## src/rtl/bus_arbiter_pkg.sv

```systemverilog
// Shared definitions for the two-master bus arbiter: FSM encoding, select
// encoding, default hold limit and the tie-breaking arbitration function.
package bus_arbiter_pkg;

  localparam logic [1:0] ST_IDLE   = 2'd0;
  localparam logic [1:0] ST_OWN_M1 = 2'd1;
  localparam logic [1:0] ST_OWN_M2 = 2'd2;
  localparam logic [1:0] ST_TURN   = 2'd3;

  localparam logic SEL_M1 = 1'b0;
  localparam logic SEL_M2 = 1'b1;

  localparam int DEFAULT_MAX_HOLD  = 16;
  localparam int DEFAULT_CNT_WIDTH = 5;

  // A tie goes to whichever master did not own the bus last.
  function automatic logic [1:0] arbitrate(input logic req1, input logic req2,
                                           input logic last_owner);
    logic [1:0] nxt;
    if (req1 && req2) begin
      nxt = (last_owner == SEL_M1) ? ST_OWN_M2 : ST_OWN_M1;
    end else if (req1) begin
      nxt = ST_OWN_M1;
    end else if (req2) begin
      nxt = ST_OWN_M2;
    end else begin
      nxt = ST_IDLE;
    end
    return nxt;
  endfunction

endpackage

```

## src/rtl/bus_arbiter_if.sv

```systemverilog
// Request/grant bundle between the two masters and the arbiter.
interface bus_arbiter_if;
  logic req_m1;
  logic req_m2;
  logic grant_m1;
  logic grant_m2;
  logic master_select;
  logic bus_busy;
  logic preempt;

  modport master (
    output req_m1, req_m2,
    input  grant_m1, grant_m2, master_select, bus_busy, preempt
  );

  modport slave (
    input  req_m1, req_m2,
    output grant_m1, grant_m2, master_select, bus_busy, preempt
  );
endinterface

```

## src/rtl/bus_arbiter_hold_counter.sv

```systemverilog
// Saturating ownership-hold counter: clear has priority over enable, and
// at_limit flags that the count has reached LIMIT.
module hold_counter #(
  parameter int CNT_WIDTH = 5,
  parameter int LIMIT     = 15
) (
  input  logic clk,
  input  logic rst,
  input  logic clr,
  input  logic en,
  output logic at_limit
);

  localparam logic [CNT_WIDTH-1:0] LIMIT_V = CNT_WIDTH'(LIMIT);
  localparam logic [CNT_WIDTH-1:0] ONE_V   = CNT_WIDTH'(1);

  logic [CNT_WIDTH-1:0] cnt_q;
  logic [CNT_WIDTH-1:0] cnt_d;

  // Next count: clear, saturating increment, or hold.
  always_comb begin
    cnt_d = cnt_q;
    if (clr) begin
      cnt_d = '0;
    end else if (en && (cnt_q != LIMIT_V)) begin
      cnt_d = cnt_q + ONE_V;
    end else begin
      cnt_d = cnt_q;
    end
  end

  // Count register.
  always_ff @(posedge clk or posedge rst) begin
    if (rst) begin
      cnt_q <= '0;
    end else begin
      cnt_q <= cnt_d;
    end
  end

  assign at_limit = (cnt_q == LIMIT_V);

endmodule

```

## src/rtl/bus_arbiter.sv

```systemverilog
// Two-master bus arbiter with alternating tie-break, a one-cycle turnaround
// between owners and a hold limit that preempts an owner while the other waits.
module bus_arbiter
  import bus_arbiter_pkg::*;
#(
  parameter int MAX_HOLD  = DEFAULT_MAX_HOLD,
  parameter int CNT_WIDTH = DEFAULT_CNT_WIDTH
) (
  input  logic           clk,
  input  logic           rst,
  bus_arbiter_if.slave   bus
);

  logic [1:0] state_q, state_d;
  logic       last_owner_q, last_owner_d;
  logic       grant_m1_q, grant_m1_d;
  logic       grant_m2_q, grant_m2_d;
  logic       master_select_q, master_select_d;
  logic       bus_busy_q, bus_busy_d;
  logic       preempt_q, preempt_d;
  logic       own_now_s, own_next_s, hold_at_limit_s;

  assign own_now_s  = (state_q == ST_OWN_M1) || (state_q == ST_OWN_M2);
  assign own_next_s = (state_d == ST_OWN_M1) || (state_d == ST_OWN_M2);

  hold_counter #(
    .CNT_WIDTH (CNT_WIDTH),
    .LIMIT     (MAX_HOLD - 1)
  ) u_hold (
    .clk      (clk),
    .rst      (rst),
    .clr      (own_next_s && !own_now_s),
    .en       (own_now_s),
    .at_limit (hold_at_limit_s)
  );

  // Next-state and registered-output logic; a release wins over the hold limit.
  always_comb begin
    state_d   = state_q;
    preempt_d = 1'b0;
    case (state_q)
      ST_IDLE, ST_TURN: begin
        state_d = arbitrate(bus.req_m1, bus.req_m2, last_owner_q);
      end
      ST_OWN_M1: begin
        if (!bus.req_m1) begin
          state_d = ST_TURN;
        end else if (hold_at_limit_s && bus.req_m2) begin
          state_d   = ST_TURN;
          preempt_d = 1'b1;
        end else begin
          state_d = ST_OWN_M1;
        end
      end
      ST_OWN_M2: begin
        if (!bus.req_m2) begin
          state_d = ST_TURN;
        end else if (hold_at_limit_s && bus.req_m1) begin
          state_d   = ST_TURN;
          preempt_d = 1'b1;
        end else begin
          state_d = ST_OWN_M2;
        end
      end
      default: begin
        state_d = ST_IDLE;
      end
    endcase

    grant_m1_d = (state_d == ST_OWN_M1);
    grant_m2_d = (state_d == ST_OWN_M2);
    bus_busy_d = grant_m1_d || grant_m2_d;

    // Select and last owner only move when a grant rises.
    if (grant_m1_d) begin
      master_select_d = SEL_M1;
    end else if (grant_m2_d) begin
      master_select_d = SEL_M2;
    end else begin
      master_select_d = master_select_q;
    end
    last_owner_d = (own_next_s && !own_now_s) ? master_select_d : last_owner_q;
  end

  // State and output registers.
  always_ff @(posedge clk or posedge rst) begin
    if (rst) begin
      state_q         <= ST_IDLE;
      last_owner_q    <= SEL_M2;
      grant_m1_q      <= 1'b0;
      grant_m2_q      <= 1'b0;
      master_select_q <= SEL_M1;
      bus_busy_q      <= 1'b0;
      preempt_q       <= 1'b0;
    end else begin
      state_q         <= state_d;
      last_owner_q    <= last_owner_d;
      grant_m1_q      <= grant_m1_d;
      grant_m2_q      <= grant_m2_d;
      master_select_q <= master_select_d;
      bus_busy_q      <= bus_busy_d;
      preempt_q       <= preempt_d;
    end
  end

  assign bus.grant_m1      = grant_m1_q;
  assign bus.grant_m2      = grant_m2_q;
  assign bus.master_select = master_select_q;
  assign bus.bus_busy      = bus_busy_q;
  assign bus.preempt       = preempt_q;

endmodule

```

## src/flat_wrapper.sv

```systemverilog
// flat-port wrapper written by rule: the top's interface ports become plain ports
module bus_arbiter_flat import bus_arbiter_pkg::*;
#(
  parameter int MAX_HOLD  = DEFAULT_MAX_HOLD,
  parameter int CNT_WIDTH = DEFAULT_CNT_WIDTH
)
  (clk, rst, bus_req_m1, bus_req_m2, bus_grant_m1, bus_grant_m2, bus_master_select, bus_bus_busy, bus_preempt);
  bus_arbiter_if bus_i ();
  input  logic clk;
  input  logic rst;
  input wire logic [$bits(bus_i.req_m1)-1:0] bus_req_m1;
  input wire logic [$bits(bus_i.req_m2)-1:0] bus_req_m2;
  output wire logic [$bits(bus_i.grant_m1)-1:0] bus_grant_m1;
  output wire logic [$bits(bus_i.grant_m2)-1:0] bus_grant_m2;
  output wire logic [$bits(bus_i.master_select)-1:0] bus_master_select;
  output wire logic [$bits(bus_i.bus_busy)-1:0] bus_bus_busy;
  output wire logic [$bits(bus_i.preempt)-1:0] bus_preempt;
  assign bus_i.req_m1 = bus_req_m1;
  assign bus_i.req_m2 = bus_req_m2;
  assign bus_grant_m1 = bus_i.grant_m1;
  assign bus_grant_m2 = bus_i.grant_m2;
  assign bus_master_select = bus_i.master_select;
  assign bus_bus_busy = bus_i.bus_busy;
  assign bus_preempt = bus_i.preempt;
  bus_arbiter #(.MAX_HOLD(MAX_HOLD), .CNT_WIDTH(CNT_WIDTH)) u_core (.clk(clk), .rst(rst), .bus(bus_i));
endmodule
```

## config.mk

```make
export PLATFORM = sky130hd
export DESIGN_NAME = bus_arbiter_flat
export DESIGN_NICKNAME = d
export VERILOG_FILES = /design/src/rtl/bus_arbiter_pkg.sv /design/src/rtl/bus_arbiter_if.sv /design/src/rtl/bus_arbiter_hold_counter.sv /design/src/rtl/bus_arbiter.sv /design/src/flat_wrapper.sv
export SDC_FILE = /design/constraint.sdc
export NUM_CORES = 1
export LEC_CHECK = 0
export CAP_MARGIN = 20
export CORE_MARGIN = 5
export CORE_UTILIZATION = 46
export CTS_CLUSTER_DIAMETER = 40
export DETAILED_ROUTE_END_ITERATION = 10
export GPL_ROUTABILITY_DRIVEN = 0
export PLACE_DENSITY = 0.78
export RECOVER_POWER = 100
export SLEW_MARGIN = 20
export SYNTH_ARGS = -nofsm -noshare
export SYNTH_HDL_FRONTEND = slang
export SYNTH_SLANG_ARGS = --single-unit
export TNS_END_PERCENT = 5
```

## constraint.sdc

```tcl
create_clock -name clk -period 5.25 [get_ports clk]
set_input_delay 0.7875 -clock clk [delete_from_list [all_inputs] [get_ports clk]]
set_output_delay 0.7875 -clock clk [all_outputs]
set_load 0.02 [all_outputs]
```

# Yosys cells after proc, flatten, opt, wreduce, memory -nomap -nowiden
# Index checks and enable logic that the tools add are counted.
# Widths: inputs -> output; s select.
[op_classes]
n_eq_ne = 7
mux = 18
n_reduce_logical = 11
addsub = 1
[op_table]
columns = ["operator", "n"]
rows = [
  ["$mux 2", 7],
  ["$mux 5", 2],
  ["$mux 1", 7],
  ["$eq 2x2->1 const B", 3],
  ["$pmux 2 s3", 1],
  ["$add 5x1->5 const B", 1],
  ["$eq 5x4->1 const B", 1],
  ["$logic_and 1x1->1", 5],
  ["$ne 5x4->1 const B", 1],
  ["$eq 2x1->1 const B", 2],
  ["$logic_not 2->1", 1],
  ["$logic_or 1x1->1", 2],
  ["$pmux 1 s2", 1],
  ["$reduce_bool 2->1", 1],
  ["$reduce_or 2->1", 1],
  ["$logic_not 1->1", 1],
]
[totals]
out_inout_bits = 5
elab_cells = 45
regBits = 13

# Depth between registers and ports, before layout
# Gate-level depths: netlist of run 1.
[logic_depth]
depth_word = 9
ltp_mapped = 9
depth_no_buf = 9

# Hierarchy
# Synthesis of run 1 repeated with hierarchy kept, for this count alone.
[hier_totals]
hier_cells = 59
hier_area_um2 = 679.4
[by_module_without_submodules]
columns = ["mod", "instances", "area_each_um2", "cells_per_inst"]
rows = [
  ["bus_arbiter", 1, 415.4, 35],
  ["hold_counter", 1, 264.0, 24],
]

# Worst setup path after synthesis of run 1
# Ideal clock, no wire load.
[synth_timing]
kind = "register to register"
from = "register u_core.u_hold.cnt_q[0]"
to = "register u_core.u_hold.cnt_q[0]"
arrival_ns = 2.168
path_buffers = 0
required_ns = 5.125
setup_slack_ns = 2.957
synth_period_minus_slack_ns = 2.293
stages_incl_launch_ff = 9
path_cell_list = "dfrtp_1 ha_1 and3_1 ha_1 a21boi_2 o221ai_1 ha_1 mux2_4 mux2_4"
[synth_between]
elab_chain_len = 9
word_cells_on_any_way = 18
cone_classes = "1 x add/sub; 4 x eq/ne; 7 x mux; 6 x reduce/logical"
[synth_rtl]
columns = ["element", "line", "rtl"]
rows = [
  ["start: declaration", "bus_arbiter_hold_counter.sv:17", "logic [CNT_WIDTH-1:0] cnt_q;"],
  ["start signal: assignment", "bus_arbiter_hold_counter.sv:37", "cnt_q <= cnt_d;"],
  ["$eq 5x4->1", "bus_arbiter_hold_counter.sv:41", "assign at_limit = (cnt_q == LIMIT_V);"],
  ["$logic_and 1x1->1 (on tied branches)", "bus_arbiter.sv:58, bus_arbiter.sv:48", ""],
  ["$mux 1 or $mux 2 (tied branches)", "bus_arbiter.sv:58, bus_arbiter.sv:48", ""],
  ["$mux 2 (on tied branches)", "bus_arbiter.sv:56, bus_arbiter.sv:46", ""],
  ["$pmux 2 s3", "bus_arbiter.sv:41", "case (state_q)"],
  ["$eq 2x1->1 or $eq 2x2->1 (tied branches)", "bus_arbiter.sv:24", "assign own_next_s = (state_d == ST_OWN_M1) || (state_d == ST_OWN_M2);"],
  ["$logic_or 1x1->1", "bus_arbiter.sv:24", ""],
  ["$logic_and 1x1->1", "bus_arbiter.sv:32", ".clr (own_next_s && !own_now_s),"],
  ["$mux 5 or $reduce_bool 2->1 (tied branches)", "n/a", ""],
]
# Parallel ways exist; a longest one is shown, timed or not. The select of a mux whose other input is x is not followed.
# A chain may end at the register's enable or synchronous reset.

# Worst setup path in the final report of run 1
# Same ends and word-level chain as after synthesis.

==> results of run 1 <==
## flip-flops by register name, indices dropped and copies added (netlist names)
register and flops:
u_core.u_hold.cnt_q 5, u_core.bus.preempt 1, u_core.bus.grant_m2 1, u_core.last_owner_q 1, u_core.bus.bus_busy 1, u_core.bus.master_select 1
u_core.state_q 2, u_core.bus.grant_m1 1
## final timing paths
kind,startpoint,end,cells after the start
setup / recovery,u_core.u_hold.cnt_q[0]$_DFFE_PP0P_,u_core.u_hold.cnt_q[0]$_DFFE_PP0P_,8
hold / removal,u_core.u_hold.cnt_q[4]$_DFFE_PP0P_,u_core.u_hold.cnt_q[4]$_DFFE_PP0P_,2
setup reg to reg,u_core.u_hold.cnt_q[0]$_DFFE_PP0P_,u_core.u_hold.cnt_q[0]$_DFFE_PP0P_,8
hold reg to reg,u_core.u_hold.cnt_q[4]$_DFFE_PP0P_,u_core.u_hold.cnt_q[4]$_DFFE_PP0P_,2
max in group asynchronous,rst,u_core.last_owner_q$_DFFE_PP1P_,2
min in group asynchronous,rst,u_core.bus.preempt$_DFF_PP0_,2
## worst reg2reg max path: stages, from the launching register on
cell and delay (ns):
dfrtp_1 0.42, ha_1 0.23, and3_1 0.19, ha_1 0.27, a21boi_0 0.26, o221ai_1 0.17
ha_1 0.35, mux2_1 0.36, mux2_1 0.32
## kinds of logic (layout without fill, tap and decap cells)
| logic type | count (synthesis) | in the layout | synth area share (%) |
|---|---|---|---|
| AOI/OAI and AO/OA | 15 | 15 | 19.2 |
| muxes | 2 | 2 | 4.32 |
| buffers and inverters | 9 | 20 | 5.94 |
| and+or+nand+nor | 18 | 18 | 14.6 |
| adders and majority gates | 5 | 5 | 8.99 |
| DFF | 13 | 13 | 46.9 |
## power by group through the flow
stage | clock (W) | sequential, W | combinational (W)
3_3_place_gp | 0 | 0.000163 | 0.000303
4_1_cts | 0.0000624 | 0.000162 | 0.000317
2_1_floorplan | 0 | 0.000176 | 0.000236
6_report | 0.0000617 | 0.000161 | 0.000287
3_5_place_dp | 0 | 0.000163 | 0.000312
5_1_grt | 0.0000685 | 0.000166 | 0.000325
## per-stage QoR
| step | hold slack [ns] | instance area [um2] | worst slack [ns] |
|---|---|---|---|
| 6_report | 0.497 | 793 | 2.57 |
| 5_1_grt | 0.530 | 793 | 2.39 |
| 4_1_cts | 0.494 | 811 | 2.75 |
| 3_5_place_dp | 0.476 | 785 | 2.46 |
| 3_3_place_gp | 0.473 | 785 | 2.50 |
| 2_1_floorplan | 0.447 | 696 | 2.96 |
## cells in the final DEF (no fill, tap or decap)
master	synthesis	final
dfrtp_1	12	12
inv_1	8	8
dlygate4sd3_1	0	6
nor2_1	5	5
ha_1	5	5
a22o_1	3	3
nand2_1	3	3
o21ai_0	2	3
clkbuf_4	0	3
mux2_1	0	2
a21boi_0	0	2
o221ai_1	1	2
o31ai_1	2	2
nor2b_1	2	2
clkdlybuf4s50_1	0	2
and3_1	1	1
nor2b_2	1	1
nand2_2	1	1
nand2b_1	1	1
nand2b_2	1	1
o221a_4	1	1
nand4_1	1	1
and2_1	1	1
o22a_1	1	1
o22ai_1	1	1
and4b_1	1	1
clkbuf_1	0	1
dfstp_2	1	1
## metal layers
layer,part of all wire (%),vias to the layer above,routed length (um)
met2,45,19,571
met1,46,237,576
li1,-,239,-
met5,0,-,0
met3,6.3,6,79
met4,2.5,0,31
## cell type report
| class | count | area, um2 | share of cell area, % |
|---|---|---|---|
| sequential | 13 | 327 | 41.2 |
| clock buffer | 4 | 26.3 | 3.31 |
| timing repair buffer | 8 | 80.1 | 10.1 |
| inverter | 8 | 30.0 | 3.79 |
| tap | 16 | 20.0 | 2.52 |
| multi-input combinational | 40 | 310 | 39.1 |
==> out/results.ini, run 1 <==
[cts]
root_buffer = clkbuf_4
postCtsSetupRepairBufs = 0
numCtsBuffers = 3
ctsHtreeMaxLevel = 1
clockBufferDepth = 2
cts.sinks = 13
cts_resized = 0
postCtsHoldBufs = 0
cts_tree = yes
clkLatencyLatePin_ns = 0.27
clk_pin_slew_ns = 0.08

[routing]
drt-wirelength-per-cell_um = 14.1
firstDrtPassIters = 4
drt-initial-drc-count = 10
vias = 501
routed_via_density = 5.63
drc = 0
ant_nets = 0
wirelength_um = 1260

[worst_setup_path]
slowest_stage = dfrtp_1
crit_arrival_ns = 2.83
cp-end-kind = register
crit_type = reg2reg
required_ns = 5.40
start_kind = register
path_buf_inv = 0
slowest_delay_ns = 0.42
worst-path-max-fanout = 8
crit_top_cell = ha_1
cp_top_family = adder cells
cp_cell_sequence = ha_1, and3_1, ha_1, a21boi_0, o221ai_1, ha_1, mux2_1, mux2_1
reg2reg_slack_ns = 2.57

[grt]
grt_use_met2_pct = 20.7
grt_pass1_wl_um = 2320
antenna_found_initial = 0
grt_util_met1_pct = 14.2
grt_max_degree = 14
globalRouteOverflowTotal = 0
grt.busiest_layer = met2
met3_usage_pct = 3.06
grt_pass1_vias = 523
gr-usage-all-layers_pct = 12.3

[power_and_ir_drop]
switching_power_w = 0.000214
seq_power_share_pct = 31.6
pwr-share-comb_pct = 56.3
ir_worst_vdd_mv = 0.336
p_int_w = 0.000295
p_clk_share_pct = 12.1
leakagePower_nw = 0.389
p_sw_share_pct = 42.1
power_w = 0.000509
p_per_area_mw_per_mm2 = 642

[floorplan]
core-area_mm2 = 0.00147
initial_core_util_pct = 47.3
die_w_um = 48.9
placementRows = 14
io_pins = 9
dieArea_mm2 = 0.00239
dieHeight_um = 48.9

[logic_synthesis]
ys_seq_area_share_pct = 46.9
syn_nets = 71
netlist_area_um2 = 696
ys_types = 28
synth_top_cell_area_share_pct = 43.2
synth-seq-cells = 13
yosysMostFrequentCell = dfrtp_1
yosys-top-cells-count = dfrtp_1, inv_1, ha_1, nor2_1
post-synth-top-area-cell = dfrtp_1
yosys_warnings = 0
synth_ff_type = dfrtp_1
syn-instance-count = 62
post_synth.cell_area_avg_um2 = 11.2
synth.area.top_cells = dfrtp_1, ha_1, inv_1
synth_edf_count = 0
synth-async-reset-ratio_pct = 100

[placed_design]
place_inst = 85
numPortBuffers = 8
post-dp-hpwl_um = 929

[timing]
hold_viol = 0
fin_skew_ns = 0.00329
tightest_slew_ns = 0.481
finalSetupViolCount = 0
final-max-slew-violation-count = 0
relSlewSlack_pct = 67.9
final.setup.tns_ns = 0
rsz0062_at_grt = no
max_freq_ghz = 0.373
fin_crit_ns = 2.68
finalCritPeriodShare_pct = 51.1

[layout]
n_antenna_cell = 0
utilization_pct = 53.9
fillCellCount = 132
fin_cells = 89
final_nets = 83
drive_above_1_share_pct = 11.0
areaGrowthSynthToFinish_pct = 14.0

[worst_hold_path]
hold_class = reg2reg

[job]
cap_violations = 0

[run_status]
status = finished clean

Note: power is estimated with default switching activity, not from simulation.
==> run 2: changes to the inputs <==
Clock period 5.25 ns to 2.73 ns, I/O delays scaled along.
==> run 2 against run 1 <==
Against the previous run: utilization rose by 1.2 points; clock skew rose by 0.0012 ns; die area did not move; cell count did not move; routed wire length fell by 9.2%; sequential power rose by 91%; clock-buffer cell count did not move; sequential cell count did not move; highest routed layer unchanged.
==> out/results.ini, run 2 (same netlist as run 1, synthesis figures left out) <==
[cts]
clk_pin_slew_ns = 0.08
cts_resized = 0
postCtsHoldBufs = 0
root_buffer = clkbuf_4
clockBufferDepth = 2
clkLatencyLatePin_ns = 0.28
cts_tree = yes
ctsHtreeMaxLevel = 1
numCtsBuffers = 3
cts.sinks = 13
postCtsSetupRepairBufs = 0

[routing]
ant_nets = 0
drt-initial-drc-count = 7
vias = 475
routed_via_density = 5.34
drt-wirelength-per-cell_um = 12.8
drc = 0
wirelength_um = 1140
firstDrtPassIters = 4

[worst_setup_path]
crit_type = reg2reg
cp-end-kind = register
worstRegToRegCells = 8
crit_arrival_ns = 2.70
worst-path-max-fanout = 8
required_ns = 2.90
start_kind = register

[power_and_ir_drop]
p_sw_share_pct = 40.0
ir_worst_vdd_mv = 0.530
pwr-share-comb_pct = 57.5
switching_power_w = 0.000404
leakagePower_nw = 0.398
p_int_w = 0.000607
seq_power_share_pct = 30.5
p_per_area_mw_per_mm2 = 1250
power_w = 0.00101
p_clk_share_pct = 12.0

[run_status]
status = finished clean

[timing]
rsz0062_at_grt = no
fin_skew_ns = 0.00448
finalCritPeriodShare_pct = 92.6
relSlewSlack_pct = 67.3
fin_crit_ns = 2.53
final.setup.tns_ns = 0
worst_slack_ns = 0.203
tightest_slew_ns = 0.491
finalSetupViolCount = 0
max_freq_ghz = 0.396
final-max-slew-violation-count = 0
hold_viol = 0

[layout]
fillCellCount = 130
n_antenna_cell = 0
top_regs = u_core.u_hold.cnt_q x5, u_core.state_q x2
final_common_cell = dfrtp_1
layout_common_cells = dfrtp_1, inv_1, dlygate4sd3_1, nor2_1, ha_1
drive_above_1_share_pct = 16.4
areaGrowthSynthToFinish_pct = 16.5
final_nets = 83
largest_reg_flops = 5
largest_register = u_core.u_hold.cnt_q

[grt]
grt_pass1_vias = 491
gr-usage-all-layers_pct = 10.6
grt_max_degree = 14
antenna_found_initial = 0
grt_pass1_wl_um = 2020
globalRouteOverflowTotal = 0

[placed_design]
post-dp-hpwl_um = 899
numPortBuffers = 8
dp_slack_ns = 0.277

[floorplan]
io_pins = 9
placementRows = 14
dieArea_mm2 = 0.00239
initial_core_util_pct = 47.3
core-area_mm2 = 0.00147
dieHeight_um = 48.9
die_w_um = 48.9

[worst_hold_path]
hold_class = reg2reg
worstHoldPathCells = 2

[job]
cap_violations = 0

## run 2: cell types whose count changed in the layout (fill, tap and decap cells not counted)
cell and change:
mux2_1 -2, mux2_4 +2, a21boi_0 -1, a21boi_2 +1
o221ai_1 -1, o221ai_2 +1
## run 2: layout make-up
type / count / area, um2 / area share (%)
multi-input combinational: 40 / 328 / 40.4
timing repair buffer: 8 / 80.1 / 9.88
inverter: 8 / 30.0 / 3.70
sequential: 13 / 327 / 40.3
tap: 16 / 20.0 / 2.47
clock buffer: 4 / 26.3 / 3.24
## run 2: final timing paths
| check | startpoint | to | slack [ns] |
|---|---|---|---|
| worst max-delay path | u_core.u_hold.cnt_q[0]$_DFFE_PP0P_ | u_core.u_hold.cnt_q[0]$_DFFE_PP0P_ | 0.20 |
| worst min-delay path | u_core.u_hold.cnt_q[4]$_DFFE_PP0P_ | u_core.u_hold.cnt_q[4]$_DFFE_PP0P_ | 0.50 |
| worst max register to register | u_core.u_hold.cnt_q[0]$_DFFE_PP0P_ | u_core.u_hold.cnt_q[0]$_DFFE_PP0P_ | 0.20 |
| worst min register to register | u_core.u_hold.cnt_q[4]$_DFFE_PP0P_ | u_core.u_hold.cnt_q[4]$_DFFE_PP0P_ | 0.50 |
| max in group asynchronous | rst | u_core.last_owner_q$_DFFE_PP1P_ | 1.78 |
| min in group asynchronous | rst | u_core.bus.bus_busy$_DFF_PP0_ | 0.59 |
## run 2: metrics by stage
step,utilization (%),std cells,hold WS [ns],area [um2]
2_1_floorplan,-,62,0.286,696
6_report,55.1,89,0.501,811
4_1_cts,55.1,89,0.479,811
5_1_grt,55.1,89,0.538,811
3_3_place_gp,53.3,85,0.462,785
3_5_place_dp,53.3,85,0.488,785
## run 2: worst max-delay path: stages, from the launching register on
cell and delay, ns:
dfrtp_1 0.42, ha_1 0.23, and3_1 0.18, ha_1 0.28, a21boi_0 0.24, o221a_4 0.23
ha_1 0.28, mux2_4 0.30, mux2_4 0.26
## run 2: power by group through the flow
stage | Combinational, W | Clock (W) | Sequential [W]
floorplan | 0.000453 | 0 | 0.000338
global placement | 0.000587 | 0 | 0.000309
detailed placement | 0.000596 | 0 | 0.000315
CTS | 0.000600 | 0.000122 | 0.000309
global route | 0.000653 | 0.000130 | 0.000318
finish | 0.000581 | 0.000122 | 0.000308
## run 2: routing by layer
metal	vias up	part of all wire (%)	wire (um)	track usage, %
li1	238	-	-	-
met2	9	46	531	17.0
met5	-	0	0	0
met1	224	47	540	12.7
met3	4	4.2	48	2.45
met4	0	1.8	21	6.73
